File: config.mk
export PLATFORM = sky130hd
export DESIGN_NAME = aud_dac_tx
export DESIGN_NICKNAME = d
export VERILOG_FILES = /design/src/rtl/aud_pkg.sv /design/src/rtl/aud_bclk_gen.sv /design/src/rtl/aud_dac_tx.sv
export SDC_FILE = /design/constraint.sdc
export NUM_CORES = 1
export LEC_CHECK = 0
export CORE_MARGIN = 2
export CORE_UTILIZATION = 59
export DETAILED_ROUTE_END_ITERATION = 12
export PLACE_DENSITY = 0.85
export SYNTH_ARGS = -nofsm -noshare
export SYNTH_HDL_FRONTEND = slang
export SYNTH_SLANG_ARGS = --single-unit
File: constraint.sdc
create_clock -name CLOCK -period 5.8 [get_ports CLOCK]
set_input_delay 1.16 -clock CLOCK [delete_from_list [all_inputs] [get_ports CLOCK]]
set_output_delay 1.16 -clock CLOCK [all_outputs]
set_load 0.03 [all_outputs]
File: src/rtl/aud_pkg.sv
// Shared defaults and types for the audio DAC transmitter.
// Define AUD_DAC_I2S_DELAY_EN for Philips I2S timing (MSB one BCLK after the LRCK edge).
package aud_pkg;

  localparam int AUD_SAMPLE_W   = 16;
  localparam int AUD_SLOT_W     = 16;
  localparam int UNDERRUN_CNT_W = 8;

  // LRCK level for each channel slot
  typedef enum logic {
    LEFT  = 1'b0,
    RIGHT = 1'b1
  } channel_t;

`ifdef AUD_DAC_I2S_DELAY_EN
  localparam int DATA_DELAY = 1;
`else
  localparam int DATA_DELAY = 0;
`endif

  // Smallest slot that still holds a whole sample after the optional delay bit
  function automatic int min_slot_w(input int sample_w);
    return sample_w + DATA_DELAY;
  endfunction

endpackage

File: src/rtl/aud_bclk_gen.sv
// Bit-clock divider: AUD_BCLK toggles every CLK_DIV system clocks.
// Strobes are high in the cycle whose clock edge moves AUD_BCLK.
module aud_bclk_gen #(
  parameter int CLK_DIV = 16
) (
  input  logic CLOCK,
  input  logic RESET,
  output logic AUD_BCLK,
  output logic bclk_rise,
  output logic bclk_fall
);

  localparam int DIV_W = (CLK_DIV > 1) ? $clog2(CLK_DIV) : 1;

  generate
    if (CLK_DIV < 2) begin : g_bad_div
      $error("aud_bclk_gen: CLK_DIV must be at least 2");
    end
  endgenerate

  logic [DIV_W-1:0] div_cnt_reg;
  logic             bclk_reg;
  logic             wrap;

  assign wrap = (div_cnt_reg == DIV_W'(CLK_DIV - 1));

  always_ff @(posedge CLOCK) begin
    if (RESET) begin
      div_cnt_reg <= '0;
      bclk_reg    <= 1'b0;
    end else begin
      div_cnt_reg <= wrap ? '0 : div_cnt_reg + 1'b1;
      if (wrap) begin
        bclk_reg <= ~bclk_reg;
      end
    end
  end

  // Combinational so the consumer's registers change on the same edge as AUD_BCLK
  assign bclk_rise = wrap & ~bclk_reg;
  assign bclk_fall = wrap &  bclk_reg;
  assign AUD_BCLK  = bclk_reg;

endmodule

File: src/rtl/aud_dac_tx.sv
// Stereo DAC serial transmitter (bus master): left-justified by default,
// Philips I2S when AUD_DAC_I2S_DELAY_EN is defined. One-pair holding register.
module aud_dac_tx
  import aud_pkg::*;
#(
  parameter int CLK_DIV  = 16,
  parameter int SAMPLE_W = AUD_SAMPLE_W,
  parameter int SLOT_W   = AUD_SLOT_W
) (
  input  logic                      CLOCK,
  input  logic                      RESET,
  input  logic [SAMPLE_W-1:0]       s_left,
  input  logic [SAMPLE_W-1:0]       s_right,
  input  logic                      s_valid,
  output logic                      s_ready,
  output logic                      AUD_BCLK,
  output logic                      AUD_DACLRCK,
  output logic                      AUD_DACDAT,
  output logic                      frame_start,
  output logic                      underrun,
  output logic [UNDERRUN_CNT_W-1:0] underrun_cnt
);

  localparam int FRAME_BITS = 2 * SLOT_W;
  localparam int BIT_W      = $clog2(FRAME_BITS);
  localparam int WORD_SHIFT = SLOT_W - SAMPLE_W - DATA_DELAY;

  generate
    if (SLOT_W < min_slot_w(SAMPLE_W)) begin : g_bad_slot
      $error("aud_dac_tx: SLOT_W too small for SAMPLE_W and data delay");
    end
  endgenerate

  logic                      bclk_rise;
  logic                      bclk_fall;
  logic                      unused_rise;

  logic [BIT_W-1:0]          bit_cnt_reg;
  logic [BIT_W-1:0]          bit_cnt_next;
  logic                      hold_full_reg;
  logic [SAMPLE_W-1:0]       hold_left_reg;
  logic [SAMPLE_W-1:0]       hold_right_reg;
  logic [SLOT_W-1:0]         left_sr_reg;
  logic [SLOT_W-1:0]         right_sr_reg;
  logic [FRAME_BITS-1:0]     pair_next;
  channel_t                  lrck_reg;
  logic                      dacdat_reg;
  logic                      s_ready_reg;
  logic                      frame_start_reg;
  logic                      underrun_reg;
  logic [UNDERRUN_CNT_W-1:0] underrun_cnt_reg;
  logic                      xfer;
  logic                      frame_load;

  aud_bclk_gen #(
    .CLK_DIV (CLK_DIV)
  ) u_bclk_gen (
    .CLOCK     (CLOCK),
    .RESET     (RESET),
    .AUD_BCLK  (AUD_BCLK),
    .bclk_rise (bclk_rise),
    .bclk_fall (bclk_fall)
  );

  // Codec samples on the rising edge; nothing here reacts to it
  assign unused_rise = bclk_rise;

  // Place a sample in its slot so the MSB lands on slot bit DATA_DELAY, padding zero
  function automatic logic [SLOT_W-1:0] slot_word(input logic [SAMPLE_W-1:0] s);
    return SLOT_W'(s) << WORD_SHIFT;
  endfunction

  assign xfer = s_valid & s_ready_reg;

  always_comb begin
    bit_cnt_next = (bit_cnt_reg == BIT_W'(FRAME_BITS - 1)) ? '0 : bit_cnt_reg + 1'b1;
    frame_load   = bclk_fall && (bit_cnt_next == '0);
    pair_next    = {left_sr_reg, right_sr_reg};
    if (frame_load) begin
      if (hold_full_reg) begin
        pair_next = {slot_word(hold_left_reg), slot_word(hold_right_reg)};
      end else begin
        pair_next = '0;
      end
    end
  end

  always_ff @(posedge CLOCK) begin
    if (RESET) begin
      bit_cnt_reg      <= BIT_W'(FRAME_BITS - 1);
      hold_full_reg    <= 1'b0;
      hold_left_reg    <= '0;
      hold_right_reg   <= '0;
      left_sr_reg      <= '0;
      right_sr_reg     <= '0;
      lrck_reg         <= RIGHT;
      dacdat_reg       <= 1'b0;
      s_ready_reg      <= 1'b1;
      frame_start_reg  <= 1'b0;
      underrun_reg     <= 1'b0;
      underrun_cnt_reg <= '0;
    end else begin
      frame_start_reg <= 1'b0;
      underrun_reg    <= 1'b0;

      // A transfer never meets a frame load: loading needs a full register, i.e. s_ready low
      if (xfer) begin
        hold_left_reg  <= s_left;
        hold_right_reg <= s_right;
        hold_full_reg  <= 1'b1;
        s_ready_reg    <= 1'b0;
      end

      if (bclk_fall) begin
        bit_cnt_reg                 <= bit_cnt_next;
        dacdat_reg                  <= pair_next[FRAME_BITS-1];
        {left_sr_reg, right_sr_reg} <= pair_next << 1;
        if (frame_load) begin
          lrck_reg        <= LEFT;
          frame_start_reg <= 1'b1;
          if (hold_full_reg) begin
            hold_full_reg <= 1'b0;
            s_ready_reg   <= 1'b1;
          end else begin
            underrun_reg <= 1'b1;
            if (underrun_cnt_reg != '1) begin
              underrun_cnt_reg <= underrun_cnt_reg + 1'b1;
            end
          end
        end else if (bit_cnt_next == BIT_W'(SLOT_W)) begin
          lrck_reg <= RIGHT;
        end
      end
    end
  end

  assign s_ready      = s_ready_reg;
  assign AUD_DACLRCK  = lrck_reg;
  assign AUD_DACDAT   = dacdat_reg;
  assign frame_start  = frame_start_reg;
  assign underrun     = underrun_reg;
  assign underrun_cnt = underrun_cnt_reg;

endmodule

# == Yosys cells after proc, flatten, opt, wreduce, memory -nomap -nowiden ==
# Index checks and enable logic that the tools add are counted.
# op_classes
add_sub_neg,3
n_mul,0
div_mod_pow,0
magnitude_cmp,0
n_eq_ne,4
shift,0
mux,15
n_bitwise,6
reduce_logical,8
# op_table
cell,n
$mux W32,2
$mux W1,12
$eq A5 B5 Y1 const B,2
$add A8 B1 Y8 const B,1
$ne A8 B8 Y1 const B,1
$add A5 B1 Y5 const B,1
$logic_not A5 Y1,1
$mux W5,1
$add A4 B1 Y4 const B,1
$eq A4 B4 Y1 const B,1
$not A1 Y1,4
$reduce_and A4 Y1,1
$reduce_or A2 Y1,2
$reduce_or A3 Y1,1
$and A1 B1 Y1,2
$reduce_and A2 Y1,1
$reduce_bool A2 Y1,1
$logic_and A1 B1 Y1,1
# totals
regBits,87
latchBits,0
ram_bits,0
romBits,0
in_bits,35
output_inout_bits,14
wordCells,50
n_memories,0

# == Logic depth before layout (Yosys ltp) ==
# logic_depth
ltp_word,6
depth_mapped,10
depth_no_buf,8

# == Hierarchy ==
# Synthesis repeated with hierarchy kept, for this count alone.
# unflattened
cells_unflattened,427
area_unflattened_um2,3557.2
# by_module_without_submodules
module,n_inst,cells_each,area_each_um2,seq_area_each_um2
aud_dac_tx,1,409,3360.7,1641.6
aud_bclk_gen,1,18,196.4,100.1

# == Worst setup path after synthesis ==
# OpenSTA, ideal clock, no wires.
# synth_path
path_type,reg2reg
startpoint,register bit_cnt_reg[0]
endpoint,"register underrun_cnt_reg[5], in the netlist underrun_cnt[5]"
setup_ns,0.121
arrival_time_ns,2.005
t_required_ns,5.679
slack_ns,3.674
path_stages_with_launch,9
n_path_buf,1
period_less_slack_ns,2.126
cell_sequence,dfxtp_1 ha_1 and3_1 ha_1 nor2_2 nand4_2 buf_6 nor4_1 mux2_2
# synth_between
elab_chain_len,5
elab_cells_between_ends,6
classes_between,add/sub: 1; eq/ne: 1; mux: 1; reduce/logical: 3
# synth_rtl
element,line_no,rtl
start: declaration,aud_dac_tx.sv:38,logic [BIT_W-1:0] bit_cnt_reg;
start signal: assignment,aud_dac_tx.sv:90,bit_cnt_reg <= BIT_W'(FRAME_BITS - 1);
start signal: assignment,aud_dac_tx.sv:115,bit_cnt_reg <= bit_cnt_next;
$add A5 B1 Y5 / $eq A5 B5 Y1 (equally long branches),aud_dac_tx.sv:76,bit_cnt_next = (bit_cnt_reg == BIT_W'(FRAME_BITS - 1)) ? '0 : bit_cnt_reg + 1'b1;
$mux W5 *,aud_dac_tx.sv:76,
net bit_cnt_next[4],aud_dac_tx.sv:39,logic [BIT_W-1:0] bit_cnt_next;
$logic_not A5 Y1 *,aud_dac_tx.sv:77,frame_load = bclk_fall && (bit_cnt_next == '0);
$logic_and A1 B1 Y1 *,aud_dac_tx.sv:77,
$reduce_and A4 Y1 (no source line) *,-,
end signal: assignment,aud_dac_tx.sv:127,underrun_cnt_reg <= underrun_cnt_reg + 1'b1;
end: declaration,aud_dac_tx.sv:51,logic [UNDERRUN_CNT_W-1:0] underrun_cnt_reg;
# Mark *: on every way through the listed nets, which the timed path passes. The rest lies on a longest branch.
# A chain may end at the register's enable or synchronous reset.

# == Final worst setup path ==
# layout_path
startpoint,register u_bclk_gen.div_cnt_reg[0]
endpoint,register left_sr_reg[14]
# layout_between
elab_chain_len,4
# layout_rtl
element,line_no,rtl
start: declaration,aud_bclk_gen.sv:21,logic [DIV_W-1:0] div_cnt_reg;
start signal: assignment,aud_bclk_gen.sv:32,div_cnt_reg <= wrap ? '0 : div_cnt_reg + 1'b1;
$eq A4 B4 Y1 *,aud_bclk_gen.sv:25,assign wrap = (div_cnt_reg == DIV_W'(CLK_DIV - 1));
$and A1 B1 Y1 *,aud_bclk_gen.sv:41,assign bclk_fall = wrap & bclk_reg;
$logic_and A1 B1 Y1,aud_dac_tx.sv:77,
$mux W32,aud_dac_tx.sv:79,if (frame_load) begin
end signal: assignment,aud_dac_tx.sv:117,"{left_sr_reg, right_sr_reg} <= pair_next << 1;"
end: declaration,aud_dac_tx.sv:43,logic [SLOT_W-1:0] left_sr_reg;
# Every way passes the cells marked *; elsewhere a longest branch is shown, timed or not.

==> impl_metrics.csv <==
group,metric,value,unit
sta,fin_worst_skew,10.44,ps
power_and_ir_drop,swShare,22.33,%
critical_path,crit_path_end_kind,"flip-flop",
finish,syn_to_final_growth,17.32,%
die,ios,49,
synth,syn_nets,482,
synth,synth.most_common_cell,"dfxtp_1",
die,die_y,82.87,um
power_and_ir_drop,clkPwrFrac,38.5,%
critical_path,worstPathRequired,6020,ps
worst_hold_path,min_path_type,"flip-flop to flip-flop",
clock_tree,clock-root-buffer,"clkbuf_8",
synth,yosysUniqueCellTypes,36,
place,hpwlAfterDp,4.728,mm
synth,synth_edf_count,0,
die,initial_core_util,61.62,%
synth,synthArstFlopShare,0,%
synth,ys.flop_type,"dfxtp_1",
grt,grt-ovfl-total,0,
grt,grt_antenna_before_repair,0,
place,globalplace.congestion,0.7578,
drt,first_iter_violations,151,
worst_hold_path,worstHoldStart,"hold_left_reg[12]",
critical_path,arrival,3520,ps
finish,multiInputGateArea,1748,sq um
sta,rsz0062_at_grt,"no",
sta,tns,0,ps
clock_tree,cts_hold_buf,0,
power_and_ir_drop,seq_power_share,55.3,%
clock_tree,path_clk_slew,80,ps
finish,seq_area,1742,sq um
sta,period_needed,3304,ps
sta,max_slew.worst_pin.slew,1210,ps
sta,worst_hold_slack,455.6,ps
drt,wl_met2,3.682,mm
die,die_width,82.87,um
power_and_ir_drop,internal_power,881.6,uW
die,coreArea,5956,sq um
critical_path,start_kind,"flip-flop",
clock_tree,cts_buffer_depth,2,
synth,synth_area,3670,sq um
synth,synth_common_cells,"dfxtp_1 (87), a21oi_1 (73), nand2_1 (68)",
sta,setup_viol,0,
drt,via_count,3141,
finish,stdcell_count,546,
power_and_ir_drop,p_leak,1.750,nW
critical_path,cp_max_fo,52,
grt,grt_usage,23.15,%
synth,synth_top_area_share,47.46,%
synth,yosysTopAreaCell,"dfxtp_1",
die,row_count,28,
clock_tree,cts_resized,0,
clock_tree,cts_tree,"yes",
power_and_ir_drop,p_sw,253.5,uW
sta,finalHoldViolCount,0,
synth,synthSimpleGateAreaFrac,18.45,%
clock_tree,clock_latency,350,ps
drt,wl_met3,305,um
critical_path,crit_path_frequent_cell,"nand4_2",
critical_path,cp_slowest_cell,"nand4_2",
synth,syn_area_per_cell,8.303,sq um
synth,ys_ff_latch,87,
flow_run,cap_violations,0,
drt,drc_errors,0,
drt,via_per_inst,5.753,
critical_path,crit_chain,"ha_1 > nand4_2 > nor2_2 > nand4_2 > buf_4 > a21oi_1 > a211oi_1",
synth,netlist_instances,442,
clock_tree,post_cts_buffers,0,
finish,nNetsFinal,506,
critical_path,crit_type,"flip-flop to flip-flop",
sta,slew_headroom,19.21,%
sta,drv_slew,0,
synth,synth-compound-area-share,25.74,%
synth,synth_fa_ha_area_share,1.705,%
power_and_ir_drop,peakVddDrop,0.0001774,V
sta,fin_crit_sh,56.97,%
synth,synth_warnings,0,
place,numPlacedInstances,530,
drt,wl_per_cell,13.94,um
drt,met1_length,3.555,mm
place,io_buffers,48,
synth,synth_top_family_by_area,"compound AO/OA/AOI/OAI gates",
clock_tree,cts.sinks,87,
drt,antenna_left,0,
synth,synth_xor_area_share,0.4773,%
critical_path,critPathMaxStageDelay,810,ps
finish,final_util,72.29,%
finish,fill_cells,473,
clock_tree,htree_num_levels,3,
power_and_ir_drop,combinationalPowerShare,6.2,%
drt,top_layer,"met4",
drt,firstDrtPassIters,4,
grt,grt_pass1_wl,13.39,mm
outcome,outcome,"finished clean",
die,dieArea,6867,sq um
power_and_ir_drop,powerDensity,263.6,nW/um^2
synth,synth_area_leaders,"dfxtp_1 (47%), a21oi_1 (10%), nand2_1 (7.0%), o21bai_1 (6.5%), a211oi_1 (6.3%)",
grt,grt_max_degree,53,
finish,diodes,0,
critical_path,r2r-start,"u_bclk_gen.div_cnt_reg[0]",
sta,clock.fmax,0.3026,GHz
synth,yosysSeqAreaShare,47.46,%
drt,drt-total-wl,7.612,mm
synth,synthMuxAreaShare,1.262,%
finish,drive_gt1_share,5.520,%
critical_path,startpoint,"u_bclk_gen.div_cnt_reg[0]",
clock_tree,cts_inserted_buffers,9,
grt,grt_pass1_vias,2945,
-- cell type report --
| type | instances | area share [%] |
|---|---|---|
| clock buffers | 13 | 3.923 |
| clock inverters | 3 | 0.9300 |
| inverters | 4 | 0.3487 |
| multi-input cells | 313 | 40.60 |
| flip-flops and latches | 87 | 40.45 |
| well taps | 75 | 2.180 |
| repair buffers | 51 | 11.57 |
-- layout by cell type (no fill, tap or decap), types with 5 or more instances in the layout --
| master | n |
|---|---|
| ha_1 | 5 |
| o31ai_1 | 5 |
| a21oi_1 | 73 |
| nand3_1 | 5 |
| a211oi_1 | 31 |
| o21bai_1 | 32 |
| clkbuf_8 | 12 |
| dfxtp_1 | 87 |
| clkdlybuf4s50_1 | 47 |
| o21ai_0 | 5 |
| nand2_1 | 68 |
| nor2_1 | 44 |
-- routing by layer --
metal	up-vias	GRT usage [%]
met1	1466	30.36
met2	69	38.05
met4	0	7.601
li1	1599	-
met3	7	4.970
met5	-	0
-- power groups by stage --
stage / combinational [mW] / sequential [mW] / clock (mW)
after detailed placement: 0.0709 / 0.641 / 0
final: 0.0705 / 0.627 / 0.437
after global routing: 0.0804 / 0.630 / 0.469
after floorplan: 0.0446 / 0.634 / 0
after global placement: 0.0689 / 0.641 / 0
after CTS: 0.0713 / 0.627 / 0.444
-- path summary, 6_finish.rpt --
check                                    endpoint  slack (ps)  depth (start not counted)
worst max-delay path              left_sr_reg[14]        2500                          7
worst min register to register  hold_left_reg[12]         460                          2
worst max register to register    left_sr_reg[14]        2500                          7
worst min-delay path            hold_left_reg[12]         460                          2
-- metrics by stage --
stage,area [sq um],worst slack (ps),power [mW]
final,4305,2496,1.135
after global routing,4305,2131,1.179
after CTS,4305,2505,1.143
after detailed placement,4096,2529,0.7123
after global placement,4096,2615,0.7098
after floorplan,3670,3674,0.6782
-- cells by family (layout without fill, tap and decap cells) --
family / count (synthesis) / count (layout)
AOI/OAI and AO/OA: 151 / 151
xor gates and xnor gates: 2 / 2
adders and majority gates: 5 / 5
buffers and inverters: 42 / 71
DFF: 87 / 87
muxes: 4 / 4
and+or+nand+nor: 151 / 151
-- worst max-delay path, delay by kind of cell (launching register included) --
family                     cells  cell delay [ps]
AOI/OAI and AO/OA              2              290
DFF                            1              370
and+or+nand+nor                3             1750
buffers and inverters          1              460
adders and majority gates      1              240
No activity file was read; power rests on OpenSTA's default activity.
==> RTL edit (same settings) <==
`CLK_DIV` is set to 16 in 2 places; all go to 32.
--- a/src/rtl/aud_bclk_gen.sv
+++ b/src/rtl/aud_bclk_gen.sv
@@ -3,3 +3,3 @@
 module aud_bclk_gen #(
-  parameter int CLK_DIV = 16
+  parameter int CLK_DIV = 32
 ) (
--- a/src/rtl/aud_dac_tx.sv
+++ b/src/rtl/aud_dac_tx.sv
@@ -5,3 +5,3 @@
 #(
-  parameter int CLK_DIV  = 16,
+  parameter int CLK_DIV  = 32,
   parameter int SAMPLE_W = AUD_SAMPLE_W,
Formal check against the unedited RTL: no difference found for any inputs over 10 cycles, from zero or initial values and one cycle with RESET high; that may be too few to reach the edited logic, so the function may still have changed.
==> RTL edit against the original RTL <==
- wire length decreased by 5.9%
- first-iteration DRC count rose by 11%
- synthesized area shrank 3.5%
- critical path depth up 3
- final area shrank 1.9%
- die area decreased by 3.4%
- total power up 2.9%
- setup slack gained 0.093 ns
- cell count is 0.73% lower
- sequential cell count grew 1
- critical path type unchanged
- critical endpoint is now underrun_cnt[5]
- largest cell class is now sequential cells
- highest routed layer unchanged
==> RTL edit: results (changes against the original RTL) <==
| Metric | Value |
|---|---|
| Beginning of the worst hold path | `hold_right_reg[10]` |
| HPWL after detailed placement | `4320 um (-8.6%)` |
| Setup WS pre-CTS | `2.60 ns (+0.0737 ns)` |
| Slowest cell on crit path | `dfxtp_1` |
| Result of the run | `complete, no violations` |
| Proportion of synthesized chip area in sequential cells | `49.8% (+2.3 points)` |
| Die outline area | `0.00663 mm^2 (-3.4%)` |
| Distinct cell type count after synthesis | `38 (+5.6%)` |
| Final weighted congestion in routability-driven placement | `0.756 (-0.29%)` |
| Routed wirelength normalized by instance count | `13.2 um (-5.2%)` |
| Routed wl met3 | `259 um (-15%)` |
| Post-synth net total | `478 (-0.83%)` |
| Destination of the worst hold path | `hold_right_reg[10]` |
| Critical path's largest stage delay | `0.36 ns (-0.45 ns)` |
| Global-route wire length before repair | `12000 um (-11%)` |
| Multi-input gate share of the layout cell area | `38.4% (-2.2 points)` |
| Total placed cells including tap cells | `527 (-0.57%)` |
| Met2 Wirelength | `3620 um (-1.8%)` |
| Fill cells | `455 (-3.8%)` |
| Smallest hold slack | `0.458 ns (+0.00196 ns)` |
| Via count of the first global-routing pass | `2778 (-5.7%)` |
| Number of nets in the final layout | `504 (-0.40%)` |
| GR Util All Layers | `23.1% (-0.052 points)` |
| Register Area | `0.00176 mm^2 (+1.1%)` |
| Total vias in the final route | `3072 (-2.2%)` |
| Most frequent cells after synthesis | `88 x dfxtp_1, 69 x a21oi_1, 69 x nand2_1` |
[RTL edit: cells by family after synthesis]
group / Yosys count / synth area share [%]
adder cells (fa/ha/maj): 6 / 2.12
multiplexers: 3 / 1.02
AO/OA/AOI/OAI: 84 / 13.1
flip-flops: 88 / 49.8
XOR/XNOR: 5 / 1.24
buffers and inverters: 40 / 4.56
AND/OR/NAND/NOR: 211 / 28.1
[RTL edit: power groups by stage]
stage	clock [W]	sequential (W)	combinational (W)
after floorplan	0	0.000640	0.0000413
final	0.000468	0.000627	0.0000724
after CTS	0.000474	0.000627	0.0000730
after detailed placement	0	0.000642	0.0000729
after global routing	0.000499	0.000630	0.0000812
after global placement	0	0.000641	0.0000711
[RTL edit: routing by layer]
metal  vias to the layer above  track usage, %
li1                       1580               -
met5                         -               0
met2                        65            41.6
met3                         8            4.62
met1                      1419            27.0
met4                         0            8.64
[RTL edit: tightest hold or removal path: stages (launching register included)]
cell and delay, ns:
dfxtp_1 0.31, nand2_1 0.05, a21oi_1 0.05
